## src/rtl/float2fxp_s_pipe.sv

```systemverilog
// Two-stage FP32 -> signed Q1.7 converter with valid/ready flow control.
// Rounds half away from zero, saturates, and counts saturated results.
module float2fxp_s_pipe #(
    parameter int WOI   = 1,
    parameter int WOF   = 7,
    parameter int CNT_W = 16
) (
    input  logic                 clk,
    input  logic                 rst_n,
    input  logic                 in_valid,
    output logic                 in_ready,
    input  logic [31:0]          fp32,
    output logic                 out_valid,
    input  logic                 out_ready,
    output logic [WOI+WOF-1:0]   fxp,
    output logic                 out_sat,
    output logic [CNT_W-1:0]     sat_cnt,
    input  logic                 cnt_clr
);

    localparam int W = WOI + WOF;
    localparam logic [W-1:0] MAX_POS = {1'b0, {(W-1){1'b1}}};
    localparam logic [W-1:0] MAX_NEG = {1'b1, {(W-1){1'b0}}};

    localparam logic [1:0] CLS_ZERO = 2'd0;
    localparam logic [1:0] CLS_NAN  = 2'd1;
    localparam logic [1:0] CLS_INF  = 2'd2;
    localparam logic [1:0] CLS_NORM = 2'd3;

    logic en;
    assign en       = ~(out_valid & ~out_ready);
    assign in_ready = en;

    logic              d_s;
    logic signed [9:0] d_k;
    logic [23:0]       d_sig;
    logic [1:0]        d_cls;

    always_comb begin
        d_s   = fp32[31];
        d_k   = $signed({2'b00, fp32[30:23]}) - 10'sd120;
        d_sig = {1'b1, fp32[22:0]};
        if (fp32[30:23] == 8'd0)
            d_cls = CLS_ZERO;
        else if (fp32[30:23] == 8'hFF)
            d_cls = (fp32[22:0] != 23'd0) ? CLS_NAN : CLS_INF;
        else
            d_cls = CLS_NORM;
    end

    logic              s1_valid;
    logic              s1_s;
    logic signed [9:0] s1_k;
    logic [23:0]       s1_sig;
    logic [1:0]        s1_cls;

    always_ff @(posedge clk or negedge rst_n) begin
        if (!rst_n) begin
            s1_valid <= 1'b0;
            s1_s     <= 1'b0;
            s1_k     <= '0;
            s1_sig   <= '0;
            s1_cls   <= CLS_ZERO;
        end else if (en) begin
            s1_valid <= in_valid;
            s1_s     <= d_s;
            s1_k     <= d_k;
            s1_sig   <= d_sig;
            s1_cls   <= d_cls;
        end
    end

    // Bit 0 of sel is the first discarded bit, bits 8:1 the integer part (k in -1..7).
    logic        big;
    logic        tiny;
    logic [4:0]  sh;
    logic [8:0]  sel;
    logic [9:0]  mag;
    logic [W-1:0] r_fxp;
    logic        r_sat;

    always_comb begin
        big  = (s1_k >= 10'sd8);
        tiny = (s1_k <= -10'sd2);
        sh   = 5'd16;
        if (!big && !tiny)
            sh = 5'(10'sd23 - s1_k);
        sel = 9'({s1_sig, 1'b0} >> sh);
        mag = tiny ? 10'd0 : ({2'b00, sel[8:1]} + {9'd0, sel[0]});

        r_fxp = '0;
        r_sat = 1'b0;
        case (s1_cls)
            CLS_ZERO: begin
                r_fxp = '0;
                r_sat = 1'b0;
            end
            CLS_NAN: begin
                r_fxp = '0;
                r_sat = 1'b1;
            end
            CLS_INF: begin
                r_fxp = s1_s ? MAX_NEG : MAX_POS;
                r_sat = 1'b1;
            end
            default: begin
                if (!s1_s) begin
                    if (big || mag > 10'd127) begin
                        r_fxp = MAX_POS;
                        r_sat = 1'b1;
                    end else begin
                        r_fxp = mag[W-1:0];
                    end
                end else begin
                    if (big || mag > 10'd128) begin
                        r_fxp = MAX_NEG;
                        r_sat = 1'b1;
                    end else begin
                        r_fxp = -mag[W-1:0];
                    end
                end
            end
        endcase
    end

    always_ff @(posedge clk or negedge rst_n) begin
        if (!rst_n) begin
            out_valid <= 1'b0;
            fxp       <= '0;
            out_sat   <= 1'b0;
        end else if (en) begin
            out_valid <= s1_valid;
            fxp       <= r_fxp;
            out_sat   <= r_sat;
        end
    end

    // A clear coinciding with a counted transfer leaves that transfer counted.
    logic inc;
    assign inc = out_valid & out_ready & out_sat;

    always_ff @(posedge clk or negedge rst_n) begin
        if (!rst_n)
            sat_cnt <= '0;
        else if (cnt_clr)
            sat_cnt <= inc ? CNT_W'(1) : '0;
        else if (inc && (sat_cnt != {CNT_W{1'b1}}))
            sat_cnt <= sat_cnt + CNT_W'(1);
    end

endmodule

```

## config.mk

```make
export PLATFORM = sky130hd
export DESIGN_NAME = float2fxp_s_pipe
export DESIGN_NICKNAME = d
export VERILOG_FILES = /design/src/rtl/float2fxp_s_pipe.sv
export SDC_FILE = /design/constraint.sdc
export NUM_CORES = 1
export LEC_CHECK = 0
export ABC_AREA = 1
export CORE_MARGIN = 5
export CORE_UTILIZATION = 56
export DETAILED_ROUTE_END_ITERATION = 10
export PLACE_DENSITY = 0.91
export SLEW_MARGIN = 40
export SYNTH_ARGS = -nofsm -noshare
export SYNTH_HDL_FRONTEND = slang
export SYNTH_SLANG_ARGS = --single-unit
```

## constraint.sdc

```tcl
create_clock -name clk -period 4.5 [get_ports clk]
set_input_delay 0.45 -clock clk [delete_from_list [all_inputs] [get_ports clk]]
set_output_delay 0.45 -clock clk [all_outputs]
set_load 0.02 [all_outputs]
```

=== Word level (Yosys, flattened, before mapping) ===
Index checks and enable logic that the tools add are counted.

* Equality and inequality tests: 4
* Bitwise operators: 5
* Multiplexer cells: 17
* Div/mod/pow operators: 0
* Shifts and indexed selects: 1
* Reductions and logical operators: 12
* Multipliers: 0
* $lt $le $gt $ge: 4
* Add/sub/neg operators: 5

{| class="wikitable"
|+ Operators by type and width
! cell !! count
|-
| 16-bit 2-to-1 mux || 2
|-
| 8-bit 2-to-1 mux || 4
|-
| 25-bit by 5-bit right shift with 9-bit output || 1
|-
| 23-bit nonzero test || 1
|-
| 16-bit by 1-bit adder with 16-bit output (second input constant) || 1
|-
| 16-bit inequality test (second input constant) || 1
|-
| 8-bit case mux with 2 select lines || 1
|-
| 8-bit by 1-bit adder with 9-bit output || 1
|-
| 9-bit by 5-bit greater-or-equal comparator with 1-bit output (second input constant) || 1
|-
| 9-bit by 7-bit greater-than comparator with 1-bit output (second input constant) || 1
|-
| 9-bit by 8-bit greater-than comparator with 1-bit output (second input constant) || 1
|-
| 9-bit by 2-bit less-or-equal comparator with 1-bit output (second input constant) || 1
|-
| 9-bit 2-to-1 mux || 1
|-
| 8-bit by 7-bit subtractor with 9-bit output (second input constant) || 1
|-
| 8-bit equality test (second input constant) || 1
|-
| 8-bit logical NOT || 1
|-
| 8-bit negator || 1
|-
| 2-bit 2-to-1 mux || 3
|-
| 5-bit 2-to-1 mux || 1
|-
| 5-bit subtractor (first input constant) || 1
|-
| 1-bit 2-to-1 mux || 4
|-
| 2-bit OR reduction || 2
|-
| 1-bit bitwise AND || 3
|-
| 2-bit by 1-bit equality test with 1-bit output (second input constant) || 1
|-
| other kinds (8) || 12
|}

* Input bits: 37
* Register bits: 63
* Memory bits (writable): 0
* Bits in latches: 0
* ROM bits: 0
* Memories: 0

=== Logic depth before layout (Yosys ltp) ===
Gate-level depths: netlist of the first run.

* Depth after elaboration: 12
* Gate-level depth with buffers: 32

=== Least setup slack after synthesis of the first run ===
No wires, ideal clock.

* Kind: flip-flop to flip-flop
* Start: register s1_k[3]
* End: register fxp[0]
* Slack: 0.759 ns
* Period minus slack after synthesis: 3.741 ns
* Path buffers: 2
* Setup time: 0.077 ns
* Data arrival time: 3.664 ns
* Required time: 4.423 ns
* Cell stages (with the launch flop): 29
* Cell sequence: dfrtp_1 > inv_1 > ha_1 > nand2_1 > nor2_1 > nand2_1 > nand2_2 > buf_4 > nand3_4 > buf_6 > nand2_1 > nand3_1 > a311oi_1 > o221ai_1 > ha_1 > ha_1 > nand2_1 > inv_1 > ha_1 > nand3b_1 > nor2_1 > nand3_1 > nor2_1 > nand3_2 > nand2_1 > nand2_1 > nand2_1 > nand3_1 > a21oi_1

* Word-level cells in the longest chain between the ends: 12
* Elaborated cells on any way between the ends: 19

{| class="wikitable"
|+ Ends and longest elaborated chain
! item !! RTL line !! RTL
|-
| start, declared || 53 || <nowiki>logic signed [9:0] s1_k;</nowiki>
|-
| start signal, assigned || 67 || <nowiki>s1_k <= d_k;</nowiki>
|-
| 9-bit by 5-bit greater-or-equal comparator with 1-bit output / 9-bit by 2-bit less-or-equal comparator with 1-bit output (equally long branches) || 83, 84 ||
|-
| 1-bit logical NOT || 86 || <nowiki>if (!big && !tiny)</nowiki>
|-
| 1-bit logical AND || 86 ||
|-
| 5-bit 2-to-1 mux || 86 ||
|-
| 25-bit by 5-bit right shift with 9-bit output || 88 || <nowiki>sel = 9'({s1_sig, 1'b0} >> sh);</nowiki>
|-
| 8-bit by 1-bit adder with 9-bit output || 89 || <nowiki>mag = tiny ? 10'd0 : ({2'b00, sel[8:1]} + {9'd0, sel[0]});</nowiki>
|-
| 9-bit 2-to-1 mux || 89 ||
|-
| 9-bit by 7-bit greater-than comparator with 1-bit output / 9-bit by 8-bit greater-than comparator with 1-bit output (equally long branches) || 108, 115 ||
|-
| 1-bit logical OR (on tied branches) || 108, 115 ||
|-
| 8-bit 2-to-1 mux (on tied branches) || 108, 115 ||
|-
| 8-bit 2-to-1 mux * || 107 || <nowiki>if (!s1_s) begin</nowiki>
|-
| 8-bit case mux with 2 select lines * || 93 || <nowiki>case (s1_cls)</nowiki>
|-
| end signal, assigned || 133 || <nowiki>fxp <= r_fxp;</nowiki>
|-
| end, declared || 15 || <nowiki>output logic [WOI+WOF-1:0] fxp,</nowiki>
|}

Mark *: on every way between the ends. The rest lies on a longest branch, timed or not.
A chain may end at the register's enable or synchronous reset.

=== Worst setup path after layout of the first run ===
Same ends and word-level chain as after synthesis.

==> results.md, run 1 <==
* Seq/Total Area, Yosys at 0.330
* Inserted Clock Buffers at 9
* GR Overflow Total at 0
* Input/output buffers at 63
* CP startpoint kind: register
* Max incr delay on CP at 440 ps
* Worst hold path type: in2async
* Worst path bufs/invs at 3
* Worst Setup SP: s1_k[3]
* Drt wl/cell at 15.8 um
* Core area at 0.00826 mm^2
* Worst Setup End Kind: register
* CTS Buffer Depth at 2
* Largest net degree at the start of global routing at 64
* Status: completed
* Pwr/cell area at 403 mW/mm^2
* Worst-path fanout max at 10
* CTS tree: done
* Dpl hpwl at 10.5 mm
* Measured slew at the worst slew-check pin at 658 ps
* Synth warn at 0
* FP Rows at 33
* Fmax at 0.244 GHz
* Final-report hold violation count at 0
* Clock-pin slew on the worst setup and hold paths at 80 ps
* Slowest cell on crit path: dfrtp_2
* CTS H-tree depth at 3
* Leakage at 2.73 nW
* Vias in the first global route at 4,897
* Synth Register Bits at 63
* Max-slew headroom at 0.561
* Worst-Skew Late Latency at 340 ps
* Synth Instances at roughly 720
* Flop2flop setup slack at 410 ps
* Inserted Diodes at 0
* Overall routing resource usage at 0.279
* Post-DR vias/cell at 5.75
* Total nets after synthesis at approximately 760
* Hold Slack at between 150 and 200 ps
* Placed cell area at 0.00546 mm^2
* Fin crit share at 0.910
* Final setup fails at 0
* Final Skew at about 12 ps
* Critical path class: reg2reg
* Most frequent cells in the layout: nand2_1, nand3_1, inv_1
* Worst reg2reg path startpoint: s1_k[3]
* Post-Syn Area per Cell at about 6.7 um^2
* Global-route wire length before repair at about 23 mm
* Detailed-route via count at approximately 5,100
* Antenna-violating nets left at 0
* Yosys top cell by area: dfrtp_1
* Die height at around 100 um
* Initial antenna violation count at 0
* Final nets at 828
* Slew Limit Fails at 0
* Fin cells at approximately 900
* DR DRC count at 0
* Most used cell, CP: nand2_1
* Total power draw at roughly 2.3 mW
* Io pins at 64
* Root buffer cell: clkbuf_8
* Placer Congestion at 0.940
* P&R area growth vs syn at 20.9%
* Starting density of the core at 0.578
* Initial DRC Count at 384
* Largest cells by area after synthesis: dfrtp_1, nand2_1, nand3_1
* Top cell type's share of synthesized area at 0.330
* Die area at 0.0105 mm^2
* Most common cell after layout, fill and taps aside: nand2_1
* DRT Pass-1 Iters at 6
* Worst EP arrival at roughly 4400 ps
* Fin util at 0.699
* Cell family with most CP delay: simple AND/OR/NAND/NOR gates
* Worst vdd ir at 0.264 mV
* Placed Cells at 867
* Max-Cap Viols at 0
* Clock sinks at 63
* Critical Path RT at 4760 ps
* Min cycle time layout at approximately 4000 ps
* Share of layout cells above drive strength 1 at 0.108
* Synthesized area at 0.00477 mm^2
* Die X at 102 um
* Final instance area at 0.00577 mm^2
* Routed WL at 14.0 mm
* Post-synthesis cell type count at 43
==> power breakdown <==
group          internal, mW  total, mW  switching [mW]
clock network         0.314      0.560           0.246
registers             0.643      0.704          0.0606
logic                 0.379       1.07           0.686
==> path summary, 6_finish.rpt <==
| check | end | cells after the start |
|---|---|---|
| worst min-delay path | s1_sig[6] | 2 |
| min in group clk | fxp[7] | 2 |
| worst max-delay path | fxp[0] | 27 |
| worst min register to register | fxp[7] | 2 |
| worst max register to register | fxp[0] | 27 |
| max in group asynchronous | s1_k[3] | 2 |
==> Yosys cell counts <==
| cell type | count |
|---|---|
| nand3b_1 | 3 |
| nor2_8 | 1 |
| or2_2 | 4 |
| nor2_2 | 9 |
| nand4_1 | 29 |
| a21oi_1 | 17 |
| o211ai_2 | 2 |
| clkinv_1 | 2 |
| dfrtp_1 | 63 |
| nand3_4 | 2 |
| o31ai_1 | 2 |
| o211ai_1 | 3 |
| a2bb2oi_1 | 1 |
| nor3b_1 | 2 |
| buf_4 | 6 |
| ha_1 | 12 |
| nor3_1 | 9 |
| nor2_1 | 57 |
| buf_2 | 5 |
| xnor2_1 | 1 |
| inv_1 | 85 |
| nand2_2 | 14 |
| o221ai_1 | 1 |
| buf_6 | 4 |
| nand2_1 | 177 |
| o21bai_1 | 1 |
| clkbuf_1 | 13 |
| o21ai_1 | 4 |
| a22o_1 | 1 |
| xor2_1 | 1 |
| nor3_2 | 1 |
| a21oi_2 | 1 |
| nand3_1 | 113 |
| nand3_2 | 4 |
| a31oi_1 | 3 |
| inv_2 | 6 |
| o311ai_0 | 1 |
| o22ai_1 | 2 |
| o21ai_0 | 44 |
| nor4_1 | 6 |
| a221oi_1 | 1 |
| a311oi_1 | 1 |
| clkinv_4 | 1 |
==> worst register-to-register path, stage by stage (launching register included) <==
cell,delay (ps)
dfrtp_2,440
inv_1,90
ha_1,150
nand2_1,50
nor2_1,100
nand2_1,90
nand2_4,130
buf_4,190
nand4_1,180
nand3_2,130
a21oi_1,60
a311oi_1,240
o221ai_1,180
ha_2,230
ha_1,280
nand2_1,130
inv_1,100
ha_1,190
nand3b_1,150
nor2_1,110
nand3_1,90
nor2_1,140
nand3_2,140
nand2_1,90
nand2_1,60
nand2_1,70
nand3_1,60
a21oi_1,160
==> state kept, by name, indices dropped and copies added (netlist names), 2 cells and up <==
name,count
s1_cls,2
fxp,8
s1_sig,24
sat_cnt,16
s1_k,9
==> final cells by class <==
| class | count | area [um^2] |
|---|---|---|
| Inverter | 94 | 368 |
| Tap cell | 105 | 131 |
| Fill cell | 669 | 2490 |
| Clock buffer | 9 | 124 |
| Multi-Input combinational cell | 530 | 2700 |
| Timing Repair Buffer | 81 | 777 |
| Clock inverter | 7 | 96.3 |
| Sequential cell | 63 | 1580 |
==> repair_timing <==
item | in CTS | in global routing
endpoints found under the setup margin | 0 | 9
gates resized for setup | 0 | 9
hold buffers | 0 | 0
setup buffers | 0 | 6
==> routing by layer <==
layer	track usage	part of all wire	vias up	wire length, um
met4	0.114	0.033	0	460
met5	0	0	-	0
li1	-	-	2494	-
met2	0.439	0.47	241	6530
met3	0.0608	0.073	43	1030
met1	0.374	0.43	2336	6000
==> through the flow <==
| step | TNS [ps] | setup slack [ps] |
|---|---|---|
| after floorplan | 0 | 759 |
| after global routing | -18.7 | -18.7 |
| final | 0 | 406 |
| after global placement | 0 | 242 |
| after detailed placement | 0 | 154 |
| after CTS | 0 | 102 |
==> cells by family (layout without fill, tap and decap cells) <==
family / count (synthesis) / count (layout) / share of synthesized area
XOR/XNOR: 2 / 2 / 0.00367
adder cells (fa/ha/maj): 12 / 12 / 0.0315
AND/OR/NAND/NOR: 431 / 431 / 0.423
flip-flops: 63 / 63 / 0.330
buffers and inverters: 122 / 191 / 0.109
AO/OA/AOI/OAI: 85 / 85 / 0.102
(Power assumes the default switching activity.)
==> run 2: changes to the inputs <==
--- a/config.mk
+++ b/config.mk
@@ -7,9 +7,9 @@
 export LEC_CHECK = 0
 export ABC_AREA = 1
 export CORE_MARGIN = 5
-export CORE_UTILIZATION = 56
+export CORE_UTILIZATION = 30
 export DETAILED_ROUTE_END_ITERATION = 10
-export PLACE_DENSITY = 0.91
+export PLACE_DENSITY = 0.59
 export SLEW_MARGIN = 40
 export SYNTH_ARGS = -nofsm -noshare
 export SYNTH_HDL_FRONTEND = slang
==> results.md, run 2 (same netlist as run 1, synthesis figures left out) <==
* Status: completed
* Max layer used: met4
* Most used cell, CP: nand2_1
* Unrepaired setup endpoints after global routing: false
* Worst reg2reg endpoint: fxp[0]
* Final-report hold violation count at 0
* Overall routing resource usage at 0.150
* FP Rows at 46
* Worst EP arrival at between 4000 and 5000 ps
* Worst hold path type: in2async
* Inserted Clock Buffers at 9
* M1 WL at 6.49 mm
* Routed WL at 13.4 mm
* Max-slew headroom at 0.637
* Most frequent cells in the layout: nand2_1, nand3_1, inv_1
* Clock sinks at 63
* Largest registers: s1_sig: 24 flops, sat_cnt: 16 flops, s1_k: 9 flops
* CTS Buffer Depth at 2
* Largest register FFs at 24
* CTS tree: done
* Worst-path fanout max at 8
* Met2 wire len at 5.87 mm
* Root buffer cell: clkbuf_16
* Die area at 0.0185 mm^2
* Critical path class: reg2reg
* Fmax at between 0.2 and 0.25 GHz
* Initial antenna violation count at 0
* Starting density of the core at 0.303
* Largest net degree at the start of global routing at 58
* Die height at 136 um
* Worst Setup End Kind: register
* Flop2flop setup slack at 350 ps
* Inserted Diodes at 0
* Max-Cap Viols at 0
* Share of layout cells above drive strength 1 at 0.101
* Final instance area at around 0.0059 mm^2
* Input/output buffers at 63
* P&R area growth vs syn at 24.4%
* Worst-Skew Late Latency at 330 ps
* Post-route setup TNS at 0 ps
* Hold Slack at 84.5 ps
* Slew Limit Fails at 0
* Post-DR vias/cell at about 4.9
* Die X at 136 um
* Final nets at 826
* Final setup fails at 0
* Max incr delay on CP at ~500 ps
* DRT Pass-1 Iters at 5
* Measured slew at the worst slew-check pin at approximately 540 ps
* Antenna-violating nets left at 0
* Critical Path RT at roughly 4800 ps
* Worst vdd ir at between 0.2 and 0.3 mV
* Placer Congestion at 0.923
* Clock-pin slew on the worst setup and hold paths at roughly 60 ps
* Io pins at 64
* Initial DRC Count at between 300 and 400
* Placed cell area at ~0.0056 mm^2
* CP startpoint kind: register
* Dpl hpwl at a little over 10 mm
* Worst reg2reg path startpoint: s1_k[3]
* Global-route wire length before repair at 22.5 mm
* Worst-case reg-to-reg path depth at 28
* DR DRC count at 0
* Reg with most FFs: s1_sig
* Routed length on met3 at 788 um
* Detailed-route via count at 4,837
* Slowest cell on crit path: dfrtp_1
* Fin crit share at 0.922
* Most common cell after layout, fill and taps aside: nand2_1
* Min cycle time layout at between 4000 and 5000 ps
* Leakage at between 2 and 3 nW
* Vias in the first global route at 4,591
* Final Skew at around 8.8 ps
* Pwr/cell area at around 400 mW/mm^2
* CTS H-tree depth at 3
* Core area at 0.0158 mm^2
* Drt wl/cell at 13.5 um
* GR Overflow Total at 0
==> run 2: cell types whose count changed in the layout (fill, tap and decap cells not counted), sizes merged <==
cell      before  now
inv           92   93
bufinv         2    1
clkinv         7    5
clkinvlp       0    1
buf           19   17
==> run 2: cell type report <==
class	count	area, um^2
clock buffer	9	225
timing repair buffer	79	758
clock inverter	6	61.3
sequential	63	1580
inverter	94	360
tap	216	270
multi-input combinational	530	2690
fill	1713	9830
==> run 2: worst max-delay path by stage <==
stage	start	endpoint	cells after the start	slack (ps)
floorplan	s1_k[3]	fxp[0]	28	760
global placement	s1_k[3]	fxp[0]	26	370
detailed placement	s1_k[3]	fxp[0]	28	290
CTS	s1_k[3]	fxp[0]	27	290
global route	s1_k[3]	fxp[0]	28	20
finish	s1_k[3]	fxp[0]	28	350
==> run 2: repair_timing <==
item | 4_1_cts | 5_1_grt
buffers inserted | 0 | 4
resized for setup | 0 | 3
hold buffers | 0 | 0
setup endpoints to repair | 0 | 8
==> run 2: stage by stage <==
step | total power, mW | util | std cells | setup slack (ps)
after global placement | 1.73 | 0.355 | 978 | 368
after detailed placement | 1.72 | 0.355 | 978 | 293
after CTS | 2.42 | 0.373 | 993 | 290
final | 2.41 | 0.376 | 997 | 349
after global routing | 2.59 | 0.376 | 997 | 17.2
after floorplan | 1.42 | - | 715 | 759
==> run 2: power by group <==
group          internal [mW]  switching [mW]
Clock                  0.424           0.256
Sequential             0.644          0.0614
Combinational          0.374           0.655
Total                   1.44           0.972
==> run 2: critical path: cells and delay by family (launching register included) <==
family,cells,cell delay [ps]
AND/OR/NAND/NOR,17,1620
adder cells (fa/ha/maj),4,960
AO/OA/AOI/OAI,4,620
flip-flops,1,500
buffers and inverters,3,380
==> run 2: per-layer routing <==
metal | GRT usage | vias to the layer above
met2 | 0.233 | 150
met3 | 0.0396 | 22
li1 | - | 2492
met1 | 0.203 | 2173
met4 | 0.0526 | 0
met5 | 0 | -
==> run 3: changes to the inputs <==
==> constraint.sdc (replaced) <==
create_clock -name clk -period 4 [get_ports clk]
set_input_delay 0.4 -clock clk [delete_from_list [all_inputs] [get_ports clk]]
set_output_delay 0.4 -clock clk [all_outputs]
set_load 0.02 [all_outputs]
==> results.md, run 3 (same netlist as run 1, synthesis figures left out) <==
* Leakage at 2.91 nW
* Die height at 136 um
* Final Skew at 14.0 ps
* Dpl hpwl at 10.4 mm
* Fin util at 0.408
* Post-route setup TNS at 0 ps
* Initial antenna violation count at 0
* Die X at 136 um
* Worst vdd ir at 0.281 mV
* Core area at 0.0158 mm^2
* CTS Buffer Depth at 2
* Fin crit share at 0.954
* P&R area growth vs syn at 34.8%
* Largest register FFs at 24
* Fin cells at a little over 1,000
* Worst EP arrival at around 4100 ps
* Most frequent cells in the layout: nand2_1, nand3_1, inv_1
* Inserted Diodes at 0
* Measured slew at the worst slew-check pin at 564 ps
* Routed WL at around 14 mm
* FP Rows at 46
* Status: completed
* Most common cell after layout, fill and taps aside: nand2_1
* Global-route wire length before repair at 22.9 mm
* Share of layout cells above drive strength 1 at 0.181
* Max-slew headroom at 0.624
* Critical path class: reg2reg
* Clock-pin slew on the worst setup and hold paths at around 60 ps
* Post-DR vias/cell at 4.96
* GR Overflow Total at 0
* Placer Congestion at 0.927
* Antenna-violating nets left at 0
* Worst hold path type: in2async
* CP startpoint kind: register
* Max-Cap Viols at 0
* Worst path bufs/invs at 6
* Placed cell area at ~0.0057 mm^2
* Input/output buffers at 63
* Root buffer cell: clkbuf_16
* Initial DRC Count at between 400 and 500
* Worst-Skew Late Latency at 350 ps
* Worst-path fanout max at 8
* Flop2flop setup slack at 180 ps
* Min cycle time layout at 3820 ps
* FILL cells at 1,655
* Cell family with most CP delay: simple AND/OR/NAND/NOR gates
* Slew Limit Fails at 0
* Max incr delay on CP at 390 ps
* Final instance area at about 0.0064 mm^2
* Cts hold-fix bufs at 0
* Worst reg2reg path startpoint: s1_k[4]
* CTS tree: done
* Inserted Clock Buffers at 9
* Slowest cell on crit path: dfrtp_1
* Critical Path RT at ~4200 ps
* DRT Pass-1 Iters at 7
* Io pins at 64
* Drt wl/cell at 13.9 um
* Worst-case reg-to-reg path depth at 28
* DR DRC count at 0
* Clock sinks at 63
* Final-report hold violation count at 0
* Worst reg2reg endpoint: fxp[7]
* Dpl ws at 4.49 ps
* Hold Slack at between 40 and 50 ps
* Detailed-route via count at 5,070
* Overall routing resource usage at 0.154
* Final nets at 852
* CTS H-tree depth at 3
* Unrepaired setup endpoints after global routing: true
* Largest registers: s1_sig: 24 flops, sat_cnt: 16 flops, s1_k: 9 flops
* Total power draw at 2.95 mW
* Die area at 0.0185 mm^2
* Pwr/cell area at approximately 460 mW/mm^2
* Starting density of the core at 0.303
* Vias in the first global route at 4,755
* Final setup fails at 0
* Largest net degree at the start of global routing at 58
* Fmax at 0.262 GHz
* Post-layout worst setup margin at 185 ps
* Reg with most FFs: s1_sig
* Worst Setup End Kind: register
* Placed Cells at 988
## run 3: worst max-delay path by stage
stage,endpoint,slack (ps),start,cells after the start
final,fxp[7],180,s1_k[4],28
after floorplan,fxp[0],260,s1_k[3],28
after global routing,fxp[7],-80,s1_k[3],28
after CTS,fxp[0],30,s1_k[3],26
after detailed placement,fxp[0],4,s1_k[3],27
after global placement,fxp[0],90,s1_k[3],27
## run 3: repair_timing
action,CTS,global route
setup buffers,0,17
setup endpoints to repair,1,9
gates cloned,0,3
pin swaps,0,34
hold endpoints to repair,0,0
resized for setup,1,77
## run 3: power breakdown
part	leakage, nW	switching [mW]	internal, mW	total, mW
Sequential	0.779	0.0706	0.725	0.796
Combinational	2.00	0.848	0.570	1.42
Clock	0.132	0.288	0.451	0.739
Total	2.91	1.21	1.75	2.95
## run 3: final cells by class
type                            count  area (um^2)  share of cell area
Clock buffer                       13          260              0.0404
Clock inverter                      2         16.3             0.00253
Inverter                           94          365              0.0568
Multi-Input combinational cell    531         2940               0.456
Sequential cell                    63         1580               0.245
Tap cell                          216          270              0.0420
Timing Repair Buffer              104         1010               0.157
## run 3: per-layer routing
| metal | routed length, um | up-vias | track usage | share of wire |
|---|---|---|---|---|
| met4 | 379 | 0 | 0.0588 | 0.027 |
| met1 | 6680 | 2290 | 0.204 | 0.47 |
| li1 | - | 2557 | - | - |
| met2 | 6240 | 187 | 0.238 | 0.44 |
| met3 | 975 | 36 | 0.0463 | 0.068 |
| met5 | 0 | - | 0 | 0 |
